`config.mk`:
```
export PLATFORM = sky130hd
export DESIGN_NAME = fetch_pc_gen
export DESIGN_NICKNAME = d
export VERILOG_FILES = /design/src/rtl/rv32i_types.sv /design/src/rtl/fetch_pred_queue.sv /design/src/rtl/fetch_pc_gen.sv
export SDC_FILE = /design/constraint.sdc
export NUM_CORES = 1
export LEC_CHECK = 0
export CAP_MARGIN = 0
export CORE_MARGIN = 3
export CORE_UTILIZATION = 45
export DETAILED_ROUTE_END_ITERATION = 6
export PLACE_DENSITY = 0.65
export SKIP_CTS_REPAIR_TIMING = 1
export SLEW_MARGIN = 20
export SYNTH_ARGS = -nofsm -noshare
export SYNTH_HDL_FRONTEND = slang
export SYNTH_SLANG_ARGS = --single-unit
export TNS_END_PERCENT = 10
```
`constraint.sdc`:
```
create_clock -name clk -period 2.1 [get_ports clk]
set_input_delay 0.21 -clock clk [delete_from_list [all_inputs] [get_ports clk]]
set_output_delay 0.21 -clock clk [all_outputs]
set_load 0.01 [all_outputs]
```
`src/rtl/rv32i_types.sv`:
```
// Shared front-end types: prediction-queue entry layout and memory read-mask encodings.
package rv32i_types;

   localparam logic [3:0] RMASK_READ = 4'hf;
   localparam logic [3:0] RMASK_IDLE = 4'h0;

   typedef struct packed {
      logic [31:0] pc;
      logic        pred_taken;
      logic [31:0] pred_target;
      logic [31:0] data;
      logic        done;
   } fetch_pq_entry_t;

endpackage

```
`src/rtl/fetch_pred_queue.sv`:
```
// Circular buffer of in-flight fetches: allocation at tail, in-order fill at resp_ptr, drain at head.
module fetch_pred_queue
   import rv32i_types::*;
#(
   parameter int  DEPTH = 4,
   localparam int PW    = $clog2(DEPTH),
   localparam int CW    = $clog2(DEPTH + 1)
) (
   input  logic            clk,
   input  logic            rst,
   input  logic            flush_i,
   input  logic            enq_i,
   input  logic [31:0]     enq_pc_i,
   input  logic            enq_taken_i,
   input  logic [31:0]     enq_target_i,
   input  logic            fill_i,
   input  logic [31:0]     fill_data_i,
   input  logic            deq_i,
   output fetch_pq_entry_t head_o,
   output logic            head_is_fill_o,
   output logic [CW-1:0]   live_cnt_o
);

   fetch_pq_entry_t entries_q [DEPTH];
   logic [PW-1:0]   head_ptr_q;
   logic [PW-1:0]   tail_ptr_q;
   logic [PW-1:0]   resp_ptr_q;
   logic [CW-1:0]   live_cnt_q;

   assign head_o         = entries_q[head_ptr_q];
   assign head_is_fill_o = (resp_ptr_q == head_ptr_q) && (live_cnt_q != CW'(0));
   assign live_cnt_o     = live_cnt_q;

   // A fill that is bypassed and dequeued in the same cycle never marks its slot done.
   always_ff @(posedge clk or negedge rst) begin
      if (!rst) begin
         head_ptr_q <= PW'(0);
         tail_ptr_q <= PW'(0);
         resp_ptr_q <= PW'(0);
         live_cnt_q <= CW'(0);
         for (int i = 0; i < DEPTH; i++) begin
            entries_q[i] <= '0;
         end
      end else if (flush_i) begin
         head_ptr_q <= PW'(0);
         tail_ptr_q <= PW'(0);
         resp_ptr_q <= PW'(0);
         live_cnt_q <= CW'(0);
      end else begin
         if (enq_i) begin
            entries_q[tail_ptr_q] <= '{pc: enq_pc_i, pred_taken: enq_taken_i,
                                       pred_target: enq_target_i, data: 32'd0, done: 1'b0};
            tail_ptr_q <= tail_ptr_q + PW'(1);
         end
         if (fill_i) begin
            entries_q[resp_ptr_q].data <= fill_data_i;
            entries_q[resp_ptr_q].done <= !(deq_i && (resp_ptr_q == head_ptr_q));
            resp_ptr_q <= resp_ptr_q + PW'(1);
         end
         if (deq_i) begin
            head_ptr_q <= head_ptr_q + PW'(1);
         end
         case ({enq_i, deq_i})
            2'b10:   live_cnt_q <= live_cnt_q + CW'(1);
            2'b01:   live_cnt_q <= live_cnt_q - CW'(1);
            default: live_cnt_q <= live_cnt_q;
         endcase
      end
   end

endmodule

```
`src/rtl/fetch_pc_gen.sv`:
```
// Fetch PC register, read issue, stale-response drop accounting and IQ presentation.
// Define FETCH_RESP_BYPASS_EN to forward a response straight to the IQ when it fills the head entry.
module fetch_pc_gen
   import rv32i_types::*;
#(
   parameter logic [31:0] RESET_PC = 32'h1eceb000,
   parameter int          PQ_DEPTH = 4
) (
   input  logic        clk,
   input  logic        rst,
   output logic [31:0] btb_pc,
   input  logic [31:0] btb_next_pc,
   input  logic        btb_taken,
   output logic [31:0] imem_addr,
   output logic [3:0]  imem_rmask,
   input  logic [31:0] imem_rdata,
   input  logic        imem_resp,
   output logic        iq_valid,
   input  logic        iq_ready,
   output logic [31:0] iq_inst,
   output logic [31:0] iq_pc,
   output logic        iq_pred_taken,
   output logic [31:0] iq_pred_target,
   input  logic        redirect_valid,
   input  logic [31:0] redirect_pc
);

   localparam int            CW      = $clog2(PQ_DEPTH + 1);
   localparam logic [CW-1:0] DEPTH_C = CW'(PQ_DEPTH);

   logic [31:0]     pc_q, pc_d;
   logic [CW-1:0]   out_cnt_q, out_cnt_d;
   logic [CW-1:0]   drop_cnt_q, drop_cnt_d;
   logic [CW-1:0]   live_cnt_s;
   logic            issue_s, fill_s, deq_s, head_is_fill_s;
   fetch_pq_entry_t head_s;

   fetch_pred_queue #(.DEPTH(PQ_DEPTH)) u_pq (
      .clk            (clk),
      .rst            (rst),
      .flush_i        (redirect_valid),
      .enq_i          (issue_s),
      .enq_pc_i       (pc_q),
      .enq_taken_i    (btb_taken),
      .enq_target_i   (btb_next_pc),
      .fill_i         (fill_s),
      .fill_data_i    (imem_rdata),
      .deq_i          (deq_s),
      .head_o         (head_s),
      .head_is_fill_o (head_is_fill_s),
      .live_cnt_o     (live_cnt_s)
   );

   // Slots are judged on start-of-cycle counts; a same-cycle dequeue does not free one.
   always_comb begin
      issue_s = rst && !redirect_valid && (live_cnt_s < DEPTH_C) && (out_cnt_q < DEPTH_C);
      fill_s  = rst && !redirect_valid && imem_resp && (drop_cnt_q == CW'(0));
   end

`ifdef FETCH_RESP_BYPASS_EN
   logic bypass_s;
   always_comb begin
      bypass_s = fill_s && head_is_fill_s;
      iq_valid = rst && !redirect_valid && (live_cnt_s != CW'(0)) && (head_s.done || bypass_s);
      iq_inst  = bypass_s ? imem_rdata : head_s.data;
   end
`else
   logic unused_head_fill_s;
   always_comb begin
      unused_head_fill_s = head_is_fill_s;
      iq_valid = rst && !redirect_valid && (live_cnt_s != CW'(0)) && head_s.done;
      iq_inst  = head_s.data;
   end
`endif

   assign deq_s          = iq_valid && iq_ready;
   assign iq_pc          = head_s.pc;
   assign iq_pred_taken  = head_s.pred_taken;
   assign iq_pred_target = head_s.pred_target;
   assign btb_pc         = pc_q;
   assign imem_addr      = pc_q;
   assign imem_rmask     = issue_s ? RMASK_READ : RMASK_IDLE;

   // Every read still in flight at a redirect becomes a response to discard.
   always_comb begin
      pc_d       = pc_q;
      out_cnt_d  = out_cnt_q;
      drop_cnt_d = drop_cnt_q;
      if (redirect_valid) begin
         pc_d       = redirect_pc;
         out_cnt_d  = imem_resp ? (out_cnt_q - CW'(1)) : out_cnt_q;
         drop_cnt_d = out_cnt_d;
      end else begin
         if (issue_s) pc_d = btb_next_pc;
         else         pc_d = pc_q;
         case ({issue_s, imem_resp})
            2'b10:   out_cnt_d = out_cnt_q + CW'(1);
            2'b01:   out_cnt_d = out_cnt_q - CW'(1);
            default: out_cnt_d = out_cnt_q;
         endcase
         if (imem_resp && (drop_cnt_q != CW'(0))) drop_cnt_d = drop_cnt_q - CW'(1);
         else                                     drop_cnt_d = drop_cnt_q;
      end
   end

   always_ff @(posedge clk or negedge rst) begin
      if (!rst) begin
         pc_q       <= RESET_PC;
         out_cnt_q  <= CW'(0);
         drop_cnt_q <= CW'(0);
      end else begin
         pc_q       <= pc_d;
         out_cnt_q  <= out_cnt_d;
         drop_cnt_q <= drop_cnt_d;
      end
   end

endmodule
```
# Yosys cells after proc, flatten, opt, wreduce, memory -nomap -nowiden
# Index checks and enable logic that the tools add are counted.
# word_totals
regBits,439
latchBits,0
ram_bits,0
romBits,0
input_bits,102
out_inout_bits,166
word_cells,104
n_memories,0
# op_classes
add_sub_neg,8
multipliers,0
div,0
n_lt_le_gt_ge,7
eq_ne,5
n_shift,0
mux,31
bitwise_logic,3
n_reduce_logical,23
# op_table
operator,n
bitwise mux 392 bit,3
2-to-1 mux 392 bit,3
demux 98 bit (select 2 bit),3
2-to-1 mux 98 bit,3
binary-select mux 98 bit (select 2 bit),1
2-to-1 mux 32 bit,2
2-to-1 mux 33 bit,1
2-to-1 mux 3 bit,5
logical AND 1 bit,12
2-to-1 mux 2 bit,6
case mux 3 bit (2 select lines),2
nonzero test 3 bit,4
>= comparator 3 bit (second input constant),3
NOT 2 -> 3 bit,3
subtractor 3 x 1 -> 3 bit (second input constant),3
nonzero test 2 bit,4
adder 2 x 1 -> 2 bit (second input constant),3
adder 3 x 1 -> 3 bit (second input constant),2
< comparator 3 x 1 -> 1 bit (second input constant),2
< comparator 3 bit (second input constant),2
== test 2 x 1 -> 1 bit (second input constant),2
== test 2 bit (second input constant),2
2-to-1 mux 4 bit,1
zero test 3 bit,1
3 further kinds,4

# Logic depth before layout (Yosys ltp)
# logic_depth
depth_word,11
mapped_depth,8

# Cells and area by module
# A second synthesis with hierarchy kept.
# unflattened
hier_cells,1250
area_unflattened_um2,20397.1
# by_module_without_submodules
module,instances,cells_per_inst,area_per_inst_um2
fetch_pred_queue,1,1031,18217.5
fetch_pc_gen,1,219,2179.6

# Worst setup path after synthesis
# OpenSTA, ideal clock, no wires.
# synth_path
path_type,register to register
start,reg u_pq.live_cnt_q[2] (netlist: u_pq.live_cnt_o[2])
end,reg u_pq.live_cnt_q[2] (netlist: u_pq.live_cnt_o[2])
setup_time_ps,65
arrival_ps,1885
slack_ps,150
stages_incl_launch_ff,7
n_path_buf,1
period_less_slack_ps,1950
cell_sequence,dfrtp_1 or4b_1 buf_2 and4_4 fa_1 a31oi_1 o221a_2
# synth_between
elab_chain_len,7
elab_cells_between_ends,14
cone_classes,add/sub: 2; order compare: 1; eq/ne: 2; mux: 2; reduce/logical: 7
# synth_lines
item,line,rtl
from (decl),fetch_pred_queue.sv:28,logic [CW-1:0] live_cnt_q;
from (signal assigned),fetch_pred_queue.sv:64,2'b10: live_cnt_q <= live_cnt_q + CW'(1);
from (signal assigned),fetch_pred_queue.sv:65,2'b01: live_cnt_q <= live_cnt_q - CW'(1);
from (signal assigned),fetch_pred_queue.sv:66,default: live_cnt_q <= live_cnt_q;
branches (longest 7 deep; another with < comparator 3 bit),n/a,
# Parallel ways; which one is timed is not known.
# A chain may end at the register's enable or synchronous reset.

# Worst setup path after layout
# layout_path
start,reg u_pq.head_ptr_q[0]
end,out iq_pred_target[26]
# layout_between
elab_chain_len,4
# layout_lines
item,line,rtl
from (decl),fetch_pred_queue.sv:25,logic [PW-1:0] head_ptr_q;
from (signal assigned),fetch_pred_queue.sv:61,head_ptr_q <= head_ptr_q + PW'(1);
NOT 2 -> 3 bit (implied by the code),fetch_pred_queue.sv:30,assign head_o = entries_q[head_ptr_q];
binary-select mux 98 bit (select 2 bit),fetch_pred_queue.sv:30,
2-to-1 mux 98 bit (implied by the code) (2 in series),fetch_pred_queue.sv:30,
to (decl),fetch_pc_gen.sv:23,"output logic [31:0] iq_pred_target,"
# Every way passes these cells. The select of a mux whose other input is x is not followed.

==> flow_metrics.py <==
metrics = {
    "critical_path": {
        "crit_path_top_delay_cell": "mux4_2",
        "crit_buf_inv": 3,
        "crit_chain": "buf_12, buf_12, mux4_2, clkbuf_2",
        "critical_path.endpoint_type": "output port",
        "r2r_cells": 7,
        "rr_endpoint": "u_pq.live_cnt_o[2]$_DFFE_PN0P_",
        "r2r_slack_ns": -0.17,
        "crit_family": "multiplexers",
        "criticalPathCategory": "reg2out",
        "cpPeakStageDelay_ns": 0.54,
        "worstReg2RegStart": "u_pq.head_ptr_q[1]$_DFFE_PN0P_",
        "critPathMaxFanout": 10,
        "required_ns": 1.89,
        "cpMostUsedCell": "buf_12",
        "cp-start-kind": "flop",
        "crit_arrival_ns": 2.13,
    },
    "synthesis": {
        "synth_edf_count": 0,
        "postSynthAreaPerCell_um2": 12.9,
        "ys.flop_type": "dfrtp_1",
        "netlist_instances": 1551,
        "synth_nets": 1666,
        "syn_area_um2": 20000,
        "async_reset_ff_frac": 1.00,
        "yosysWarnings": 0,
        "yosysSeqAreaShare": 0.551,
        "synth_cell_type_count": 43,
        "ys_ff_latch": 439,
    },
    "die": {
        "die_x_um": 217,
        "core_um2": 43500,
        "die_area_um2": 46900,
        "fp.dieH_um": 217,
        "initial_core_util": 0.459,
        "io_pins": 268,
        "num_rows": 76,
    },
    "power_and_ir_drop": {
        "seqPwrFrac": 0.440,
        "peakVddDrop_mv": 0.591,
        "switching_power_mw": 7.85,
        "p_sw_frac": 0.283,
        "p_comb_frac": 0.249,
        "leakage_nw": 11.4,
        "p_total_mw": 27.7,
        "intPower_mw": 19.9,
        "cellPowerDensity_nw_per_um2": 1110,
        "clkPwrFrac": 0.311,
    },
    "sta": {
        "rsz0062_at_grt": "yes",
        "maxSlewHeadroom": 0.356,
        "fin_crit_ns": 2.34,
        "fmax_mhz": 427,
        "fin_crit_sh": 1.11,
        "maxSlewViolCount": 0,
        "setup_slack_ns": -0.241,
        "setup_viol": 100,
        "whs_ns": 0.114,
        "worst_pin_slew_ns": 0.965,
        "skew_ns": 0.0228,
        "finalHoldViolCount": 0,
    },
    "drt": {
        "routed_via_density": 5.49,
        "drtIter0Drc": 799,
        "ant_nets": 0,
        "drc_errors": 0,
        "vias": 13300,
        "wl_per_cell_um": 21.3,
        "drtPass1Iterations": 5,
        "routed_wl_mm": 51.7,
    },
    "clock_network": {
        "cts_buffers": 47,
        "clock_latency_ns": 0.59,
        "cts_sinks": 439,
        "clockBufferDepth": 3,
        "cts_root_buf": "clkbuf_16",
        "htreeDepth": 2,
        "clk_pin_slew_ns": 0.06,
        "cts_tree": "done",
    },
    "final_layout": {
        "nets": 1916,
        "area_growth_pct": 25.4,
        "drive_above_1_share": 0.307,
        "nFillCells": 3596,
    },
    "placed_design": {
        "gp_congestion": 0.772,
        "io_buffers": 267,
        "hpwl_mm": 31.6,
    },
    "global_route": {
        "grt_usage": 0.216,
        "antenna_found_initial": 7,
        "grt_pass1_wl_mm": 80.3,
        "grt_max_degree": 197,
        "grt_overflow": 0,
        "grt_pass1_vias": 13800,
    },
    "hold_path": {
        "min_from": "redirect_valid",
        "min_path_cells": 4,
        "whs_endpoint": "u_pq.tail_ptr_q[0]$_DFFE_PN0P_",
        "hp-class": "in2reg",
    },
    "status": {
        "failed_checks": "negative setup slack",
        "status": "finished with violations",
    },
    "run": {
        "maxCapViolations": 0,
    },
}
## cells in the mapped netlist (2+ instances only)
library cell | number | share of area
mux4_1 | 3 | 0.0040
buf_1 | 10 | 0.0019
nand2b_1 | 61 | 0.019
mux2_2 | 110 | 0.062
mux2_4 | 65 | 0.049
xor2_1 | 6 | 0.0026
nand3_1 | 137 | 0.034
a22oi_1 | 32 | 0.012
a211oi_1 | 2 | 0.00075
xnor2_1 | 4 | 0.0018
o21ai_1 | 2 | 0.00050
o21ai_0 | 225 | 0.056
buf_2 | 21 | 0.0053
dfrtp_1 | 427 | 0.54
inv_1 | 10 | 0.0019
ha_1 | 12 | 0.0075
clkbuf_1 | 64 | 0.012
nor2_1 | 5 | 0.00094
buf_4 | 38 | 0.014
nor3_1 | 3 | 0.00075
nand3b_1 | 2 | 0.00075
a31oi_1 | 2 | 0.00063
nand2_4 | 4 | 0.0023
nand2_1 | 158 | 0.030
buf_6 | 23 | 0.013
dfstp_2 | 12 | 0.016
mux4_2 | 95 | 0.11
a21oi_1 | 3 | 0.00075
## layout make-up
type | count | area (um^2) | share of cell area
repair buffers | 357 | 3600 | 0.144
inverters | 11 | 46.3 | 0.00185
well taps | 585 | 732 | 0.0292
multi-input cells | 945 | 8030 | 0.321
diodes | 1 | 2.50 | 0.000100
clock buffers | 74 | 1440 | 0.0575
flip-flops and latches | 439 | 11000 | 0.440
clock inverters | 13 | 180 | 0.00720
## worst max path at each step
| stage | startpoint | to | slack (ns) | cells past startpoint |
|---|---|---|---|---|
| after CTS | u_pq.head_ptr_q[0]$_DFFE_PN0P_ | iq_pred_target[17] | -0.60 | 4 |
| after global routing | u_pq.head_ptr_q[0]$_DFFE_PN0P_ | iq_pred_target[26] | -0.31 | 4 |
| after detailed placement | u_pq.live_cnt_o[2]$_DFFE_PN0P_ | out_cnt_q[2]$_DFFE_PN0P_ | -0.08 | 5 |
| after global placement | u_pq.live_cnt_o[2]$_DFFE_PN0P_ | out_cnt_q[1]$_DFFE_PN0P_ | -0.09 | 6 |
| final | u_pq.head_ptr_q[0]$_DFFE_PN0P_ | iq_pred_target[26] | -0.24 | 4 |
| after floorplan | u_pq.live_cnt_o[2]$_DFFE_PN0P_ | u_pq.live_cnt_o[2]$_DFFE_PN0P_ | 0.15 | 6 |
## cell usage in the layout (no fill, tap or decap), types with 4 or more instances in the layout
cell type and count:
buf_12 40, clkbuf_16 53, clkinv_2 7, clkbuf_8 14, dfrtp_1 424, nand3_1 133, nand2_1 158, buf_16 4
buf_4 35, mux4_2 96, nor2_1 4, nand3_2 4, buf_2 16, mux2_2 110, xor2_1 6, ha_1 12
inv_1 10, nand2b_1 61, a22oi_1 32, xnor2_1 4, dfstp_2 12, clkdlybuf4s50_1 163, clkbuf_1 12, mux2_4 65
buf_6 12, bufinv_16 4, o21ai_0 224, clkbuf_2 76
## per-layer routing
metal	share of wire	wire length, um	track usage
met3	0.077	3960	0.0672
met5	0.0028	144	0.0104
met2	0.47	24100	0.339
met4	0.017	905	0.0549
met1	0.44	22600	0.294
## cell families after synthesis
group,synth area share
flops,0.551
compound gates,0.0724
fa+ha+maj,0.00853
simple gates,0.0920
mux,0.223
buf+inv,0.0488
xor+xnor,0.00439
## power by group through the flow
| stage | Clock [mW] | Combinational, mW | Sequential (mW) |
|---|---|---|---|
| after floorplan | 0 | 4.44 | 11.9 |
| after global placement | 0 | 7.37 | 12.2 |
| after detailed placement | 0 | 7.56 | 12.3 |
| after CTS | 8.82 | 7.58 | 12.2 |
| after global routing | 9.16 | 7.54 | 12.5 |
| final | 8.62 | 6.90 | 12.2 |
## per-stage QoR
step / cell area, um^2 / std cells / setup slack (ns) / util / TNS [ns]
finish: 25000 / 2425 / -0.241 / 0.576 / -16.16
global route: 25000 / 2424 / -0.313 / 0.576 / -22.78
CTS: 25000 / 2392 / -0.598 / 0.575 / -53.79
detailed placement: 23400 / 2305 / -0.0773 / 0.538 / -0.163
global placement: 23400 / 2305 / -0.0931 / 0.538 / -0.161
floorplan: 20000 / 1551 / 0.150 / - / 0
## worst reg2reg max path, cell delays in order, from the launching register on
cell     delay (ns)
dfrtp_4        0.52
buf_12         0.15
mux4_2         0.47
buf_6          0.14
and4_4         0.16
fa_1           0.39
a31oi_1        0.17
o221a_2        0.21
Note: power is estimated with default switching activity, not from simulation.
